--- src/rtl/ext_pipe.sv ---
// Pipelined immediate extender (ZERO / SIGN / LUI / BRANCH) for the MIPS decode-to-ALU path.
// A valid/ready front end with an output register plus one skid register absorbs a one-cycle stall.
module ext_pipe #(
    parameter int IN_W  = 16,
    parameter int OUT_W = 32,
    parameter int TAG_W = 5
) (
    input  logic             clk,
    input  logic             rst,
    input  logic             in_valid,
    output logic             in_ready,
    input  logic [IN_W-1:0]  in_data,
    input  logic [1:0]       in_mode,
    input  logic [TAG_W-1:0] in_tag,
    output logic             out_valid,
    input  logic             out_ready,
    output logic [OUT_W-1:0] out_data,
    output logic [TAG_W-1:0] out_tag,
    output logic             out_neg
);

    localparam int PAD_W = OUT_W - IN_W;

    generate
        if (OUT_W < IN_W + 2) begin : g_width_check
            $error("ext_pipe: OUT_W must be >= IN_W+2");
        end
    endgenerate

    typedef enum logic [1:0] {
        MODE_ZERO   = 2'd0,
        MODE_SIGN   = 2'd1,
        MODE_LUI    = 2'd2,
        MODE_BRANCH = 2'd3
    } mode_e;

    typedef enum logic [1:0] {
        ST_EMPTY = 2'd0,
        ST_ONE   = 2'd1,
        ST_TWO   = 2'd2
    } state_e;

    state_e             state_q, state_d;
    logic               in_ready_q, in_ready_d;
    logic [OUT_W-1:0]   out_data_q, out_data_d;
    logic [TAG_W-1:0]   out_tag_q, out_tag_d;
    logic [OUT_W-1:0]   skid_data_q, skid_data_d;
    logic [TAG_W-1:0]   skid_tag_q, skid_tag_d;

    logic               accept;
    logic               load_out;
    logic               load_skid;
    logic               out_from_skid;
    logic [OUT_W-1:0]   sign_ext;
    logic [OUT_W-1:0]   ext_result;

    assign accept = in_valid & in_ready_q;

    // Extension of the raw immediate; only captured on accept.
    // NOTE: every signal written in always_comb gets a default first, so no path leaves it unassigned and no latch is inferred.
    always_comb begin
        sign_ext   = {{PAD_W{in_data[IN_W-1]}}, in_data};
        ext_result = '0;
        case (mode_e'(in_mode))
            MODE_ZERO:   ext_result = {{PAD_W{1'b0}}, in_data};
            MODE_SIGN:   ext_result = sign_ext;
            MODE_LUI:    ext_result = {in_data, {PAD_W{1'b0}}};
            MODE_BRANCH: ext_result = sign_ext << 2;
            default:     ext_result = '0;
        endcase
    end

    // State register.
    // NOTE: sequential state uses non-blocking assignments so all flops update together from pre-edge values.
    always_ff @(posedge clk or posedge rst) begin
        if (rst) begin
            state_q <= ST_EMPTY;
        end else begin
            state_q <= state_d;
        end
    end

    // Next-state logic.
    always_comb begin
        state_d = state_q;
        case (state_q)
            ST_EMPTY: begin
                if (accept) state_d = ST_ONE;
            end
            ST_ONE: begin
                if (accept && !out_ready)      state_d = ST_TWO;
                else if (!accept && out_ready) state_d = ST_EMPTY;
            end
            ST_TWO: begin
                if (out_ready) state_d = ST_ONE;
            end
            default: state_d = ST_EMPTY;
        endcase
    end

    // Output / datapath-control logic.
    always_comb begin
        load_out      = 1'b0;
        load_skid     = 1'b0;
        out_from_skid = 1'b0;
        case (state_q)
            ST_EMPTY: begin
                load_out = accept;
            end
            ST_ONE: begin
                load_out  = accept & out_ready;
                load_skid = accept & ~out_ready;
            end
            ST_TWO: begin
                load_out      = out_ready;
                out_from_skid = 1'b1;
            end
            default: begin
                load_out = 1'b0;
            end
        endcase
    end

    always_comb begin
        out_data_d  = out_data_q;
        out_tag_d   = out_tag_q;
        skid_data_d = skid_data_q;
        skid_tag_d  = skid_tag_q;
        if (load_out) begin
            out_data_d = out_from_skid ? skid_data_q : ext_result;
            out_tag_d  = out_from_skid ? skid_tag_q  : in_tag;
        end
        if (load_skid) begin
            skid_data_d = ext_result;
            skid_tag_d  = in_tag;
        end
        in_ready_d = (state_d != ST_TWO);
    end

    // NOTE: the data registers are reset too, because out_data/out_tag must read zero straight out of reset.
    always_ff @(posedge clk or posedge rst) begin
        if (rst) begin
            in_ready_q  <= 1'b1;
            out_data_q  <= '0;
            out_tag_q   <= '0;
            skid_data_q <= '0;
            skid_tag_q  <= '0;
        end else begin
            in_ready_q  <= in_ready_d;
            out_data_q  <= out_data_d;
            out_tag_q   <= out_tag_d;
            skid_data_q <= skid_data_d;
            skid_tag_q  <= skid_tag_d;
        end
    end

    assign in_ready  = in_ready_q;
    assign out_valid = (state_q != ST_EMPTY);
    assign out_data  = out_data_q;
    assign out_tag   = out_tag_q;
    assign out_neg   = out_data_q[OUT_W-1];

endmodule

--- config.mk ---
export PLATFORM = sky130hd
export DESIGN_NAME = ext_pipe
export DESIGN_NICKNAME = d
export VERILOG_FILES = /design/src/rtl/ext_pipe.sv
export SDC_FILE = /design/constraint.sdc
export NUM_CORES = 1
export LEC_CHECK = 0
export ABC_AREA = 1
export CORE_MARGIN = 5
export CORE_UTILIZATION = 30
export DETAILED_ROUTE_END_ITERATION = 8
export HOLD_SLACK_MARGIN = 0.08
export PLACE_DENSITY = 0.49
export REMOVE_ABC_BUFFERS = 1
export SLEW_MARGIN = 40
export SYNTH_ARGS = -nofsm -noshare
export SYNTH_HDL_FRONTEND = slang
export SYNTH_SLANG_ARGS = --single-unit
--- constraint.sdc ---
create_clock -name clk -period 2.6 [get_ports clk]
set_clock_uncertainty 0.05 [all_clocks]
set_input_delay 0.26 -clock clk [delete_from_list [all_inputs] [get_ports clk]]
set_output_delay 0.26 -clock clk [all_outputs]
set_load 0.02 [all_outputs]
==> results of run 1 <==
## cells in the final DEF, fill, tap and decap left out, types with 2 or more instances in the layout
cell type	instances
inv_2	6
o21ai_0	43
dfrtp_1	76
o21ai_1	2
clkbuf_16	9
buf_4	8
nand2_1	271
inv_1	34
nand3_1	38
clkbuf_1	3
clkdlybuf4s50_1	66
clkinv_2	2
nand2_2	3
buf_12	2
nor2_1	7
## flip-flops by register name (all words and copies together) (netlist names)
register	flops
in_ready	1
out_data	32
out_tag	5
skid_data_q	32
skid_tag_q	5
state_q	2
## metal layers
metal,wire (um),vias to the layer above
met3,491,11
met1,4700,1565
met5,0,-
li1,-,1694
met2,4710,73
met4,156,0
## worst paths after layout
check,depth (start not counted),end,start,slack (ns)
worst min register to register,2,out_tag[3],out_tag[3],0.42
worst max-delay path,3,out_valid,state_q[0],0.73
max in group asynchronous,3,in_ready,rst,1.87
worst max register to register,7,out_data[5],in_ready,0.84
min in group clk,2,out_tag[3],out_tag[3],0.42
worst min-delay path,3,out_tag[0],rst,0.29
## cell type report
cell class	count	area [um2]
Clock buffer	13	250
Clock inverter	2	10.0
Fill cell	1335	7620
Inverter	40	150
Multi-Input combinational cell	369	1530
Sequential cell	77	1930
Tap cell	172	215
Timing Repair Buffer	76	761
## cells by family (layout without fill, tap and decap cells)
| logic type | Yosys count | in the layout | synth area share [%] |
|---|---|---|---|
| DFF | 77 | 77 | 51.2 |
| AOI/OAI and AO/OA | 46 | 46 | 6.11 |
| buffers and inverters | 68 | 131 | 8.30 |
| and+or+nand+nor | 323 | 323 | 34.4 |
## worst max-delay path: stages (launching register included)
cell             delay [ns]
dfrtp_1                0.47
inv_1                  0.09
nand2_1                0.07
clkdlybuf4s50_1        0.60
## per-stage QoR
step / cell area (um2) / hold WS (ns) / util [%] / cells / power, uW
after floorplan: 3610 / 0.331 / - / 486 / 3070
after global placement: 4580 / 0.412 / 36.8 / 734 / 3970
after detailed placement: 4580 / 0.413 / 36.8 / 734 / 4000
after CTS: 4840 / 0.315 / 38.8 / 749 / 5170
after global routing: 4840 / 0.364 / 38.8 / 749 / 5480
final: 4840 / 0.288 / 38.8 / 749 / 5080
## power breakdown
| part | switching (uW) | internal, uW |
|---|---|---|
| Sequential | 270 | 1740 |
| Clock | 464 | 665 |
| Combinational | 1120 | 827 |
| Total | 1850 | 3230 |
==> impl_metrics.ini, run 1 <==
[routing]
via_per_inst = 4.46
wl_per_cell_um = 13.4
antenna_left = 0
drt_iter0_drc = 258
wl_mm = 10.1
via_count = 3343
first_pass_iters = 5
drc = 0

[power_and_ir_drop]
leakage_uw = 0.00249
ir_drop_uv = 354
power_density_nw_per_um2 = 1050

[global_routing]
grt_pass1_wl_mm = 17.6
grt_overflow = 0
grt_pass1_vias = 3393
grt_util_met3_pct = 2.60
grt_max_degree = 78
grt_use_total_pct = 15.0
grt_use_met1_pct = 20.2
antenna_found_initial = 0
busiest_layer = met2
use_met2_pct = 23.4

[final_layout]
area_growth_pct = 28.5
n_antenna_cell = 0
nets = 600
drive_above_1_share_pct = 5.89

[yosys]
synth_cell_types = 20
synth_edf_count = 0
synth_common_cells = nand2_1, dfrtp_1, o21ai_0
synth_area_leaders = dfrtp_1, nand2_1, o21ai_0
avgSynthCellArea_um2 = 7.33
synth_most_common_cell = nand2_1
ys_warn_count = 0
yosys.area.top_type = dfrtp_1
synth_ff_type = dfrtp_1
yosysTopAreaCellShare_pct = 50.5
netlist_area_um2 = 3770
ys_seq_area_share_pct = 51.2
synthCells = 514
ys_seq_elements = 77
synthArstFlopShare_pct = 100

[timing]
drv_slew = 0
fin_tns_setup_ns = 0
tightest_slew_ns = 0.674
fin_ws_ns = 0.732
max_freq_mhz = 535
period_minus_slack_ns = 1.87
hold_viol = 0
rsz0062_at_grt = no
relSlewSlack_pct = 55.0
setup_violations = 0
finalCritPeriodShare_pct = 71.9

[clocking]
clk_pin_slew_ns = 0.05
cts_made_buffers = 9
post_cts_resized = 0
cts_root_buf = clkbuf_16
htree_levels = 3
postCtsHoldBufs = 0
post_cts_buffers = 0
clock_path_buffers = 2
cts_tree = done
clk_latency_ns = 0.33
cts.sinks = 77

[hold_path]
hp-class = in -> async

[outcome]
status = complete, no violations

[floorplan]
die_y_um = 122
die_width_um = 122
start_util_pct = 30.2
die-area_um2 = 14900
core_um2 = 12500
fp-row-count = 41
num_io_pins = 67

[placement]
gp_congestion = 0.793
portBuffers = 66
pre_cts_slack_ns = 0.555
place_hpwl_mm = 6.48

[setup_path]
worstPathRequired_ns = 2.29
crit_arrival_ns = 1.56
crit_path_max_fanout = 3
cp-start-kind = flip-flop
end_kind = output pin
setup.worst_path.class = reg -> out

[flow_run]
max_cap_viol_count = 0
No activity file was read; power rests on OpenSTA's default activity.
==> run 2: changes to the inputs <==
==> constraint.sdc (replaced) <==
create_clock -name clk -period 1.94 [get_ports clk]
set_clock_uncertainty 0.05 [all_clocks]
set_input_delay 0.194 -clock clk [delete_from_list [all_inputs] [get_ports clk]]
set_output_delay 0.194 -clock clk [all_outputs]
set_load 0.02 [all_outputs]
==> impl_metrics.ini, run 2 (synthesis results as in run 1) <==
[outcome]
status = complete, no violations

[clocking]
clk_pin_slew_ns = 0.06
post_cts_resized = 0
clk_latency_ns = 0.34
cts.sinks = 77
postCtsHoldBufs = 0
htree_levels = 3
cts_root_buf = clkbuf_16
post_cts_buffers = 0
cts_made_buffers = 9
cts_tree = done
clock_path_buffers = 2

[setup_path]
end_kind = output pin
reg2reg_slack_ns = 0.37
reg2reg_to = out_data[11]
r2r-start = state_q[0]
crit_arrival_ns = 1.56
setup.worst_path.class = reg -> out
slowest_delay_ns = 0.60
rr_worst_depth = 7
path_cells = inv_1, nand2_1, clkdlybuf4s50_1
crit_path_top_delay_cell = clkdlybuf4s50_1
worstPathRequired_ns = 1.70
cp-start-kind = flip-flop
crit_path_max_fanout = 3
cp-startpoint = state_q[0]
crit_end = out_valid

[power_and_ir_drop]
power_frac_seq_pct = 37.3
ir_drop_uv = 473
power.internal_uw = 4660
power_density_nw_per_um2 = 1440
clkPwrFrac_pct = 25.6
p_sw_share_pct = 35.4
leakage_uw = 0.00257
p_comb_share_pct = 37.1
power.net_switching_uw = 2550

[global_routing]
grt_util_met3_pct = 3.44
use_met2_pct = 23.6
grt_use_total_pct = 14.5
grt_pass1_wl_mm = 16.9
busiest_layer = met2
grt_use_met1_pct = 18.9
grt_max_degree = 52
grt_pass1_vias = 3298
grt_overflow = 0
antenna_found_initial = 0

[routing]
drt_iter0_drc = 188
wl_mm = 10.3
via_per_inst = 4.49
wl_per_cell_um = 13.6
antenna_left = 0
via_count = 3382
first_pass_iters = 5
drc = 0

[floorplan]
die_y_um = 122
die_width_um = 122
fp-row-count = 41
die-area_um2 = 14900
start_util_pct = 30.2
core_um2 = 12500
num_io_pins = 67

[final_layout]
layout_common_cells = nand2_1, dfrtp_1, clkdlybuf4s50_1, o21ai_0, nand3_1
nFillCells = 1303
area_growth_pct = 32.6
final_util_pct = 40.1
nets = 604
layout_commonest_cell = nand2_1
n_antenna_cell = 0
drive_above_1_share_pct = 7.39

[placement]
place_hpwl_mm = 6.74
gp_congestion = 0.752
portBuffers = 66

[timing]
max_freq_mhz = 555
drv_slew = 0
hold_viol = 0
relSlewSlack_pct = 59.7
fin_tns_setup_ns = 0
period_minus_slack_ns = 1.80
rsz0062_at_grt = no
finalCritPeriodShare_pct = 92.9
tightest_slew_ns = 0.603
setup_violations = 0

[flow_run]
max_cap_viol_count = 0

[hold_path]
hp-class = in -> async
-- run 2: changes by cell type in the layout (fill, tap and decap cells not counted) --
| cell | before | now |
|---|---|---|
| nor2_1 | 7 | 6 |
| clkbuf_8 | 1 | 5 |
| nor2_2 | 0 | 1 |
| buf_12 | 2 | 6 |
| clkinvlp_4 | 0 | 1 |
| bufinv_16 | 0 | 1 |
| clkbuf_1 | 3 | 0 |
| clkinv_2 | 2 | 0 |
-- run 2: worst max-delay path, delay by kind of cell, from the launching register on --
kind	cells	cell delay (ns)
AND/OR/NAND/NOR	1	0.06
flip-flops	1	0.47
buffers and inverters	2	0.69
-- run 2: final cells by class --
cell class	instances	area (um2)	area share, %
tap	172	215	4.31
clock inverter	2	37.5	0.751
timing repair buffer	80	841	16.8
clock buffer	14	294	5.89
inverter	40	150	3.01
multi-input combinational	369	1530	30.6
sequential	77	1930	38.6
-- run 2: how the worst min path moves through the flow --
stage	startpoint	endpoint	depth (start not counted)
2_1_floorplan	in_tag[4]	skid_tag_q[4]	2
3_3_place_gp	out_tag[1]	out_tag[1]	2
3_5_place_dp	out_data[0]	out_data[0]	2
4_1_cts	rst	out_data[4]	2
5_1_grt	rst	skid_tag_q[1]	2
6_report	rst	skid_tag_q[1]	2
-- run 2: metal layers --
layer,share of wire [%],up-vias,wire length (um)
met4,1.3,0,133
met1,47,1590,4810
met5,0,-,0
met2,47,81,4850
li1,-,1702,-
met3,4.5,9,466
-- run 2: through the flow --
stage	hold slack, ns	setup WS [ns]	total power (uW)	instances	area [um2]
after floorplan	0.265	-0.269	4110	486	3610
after global placement	0.403	-0.142	5390	738	4660
after detailed placement	0.413	0.168	5430	738	4660
after CTS	0.0803	0.117	7320	754	5000
after global routing	0.113	0.0422	7710	754	5000
final	0.0793	0.138	7210	754	5000
-- run 2: power groups by stage --
stage / Combinational, uW / Clock (uW) / Sequential, uW
2_1_floorplan: 987 / 0 / 3120
3_3_place_gp: 2670 / 0 / 2710
3_5_place_dp: 2710 / 0 / 2720
4_1_cts: 2730 / 1890 / 2700
5_1_grt: 2970 / 1950 / 2780
6_report: 2680 / 1840 / 2690
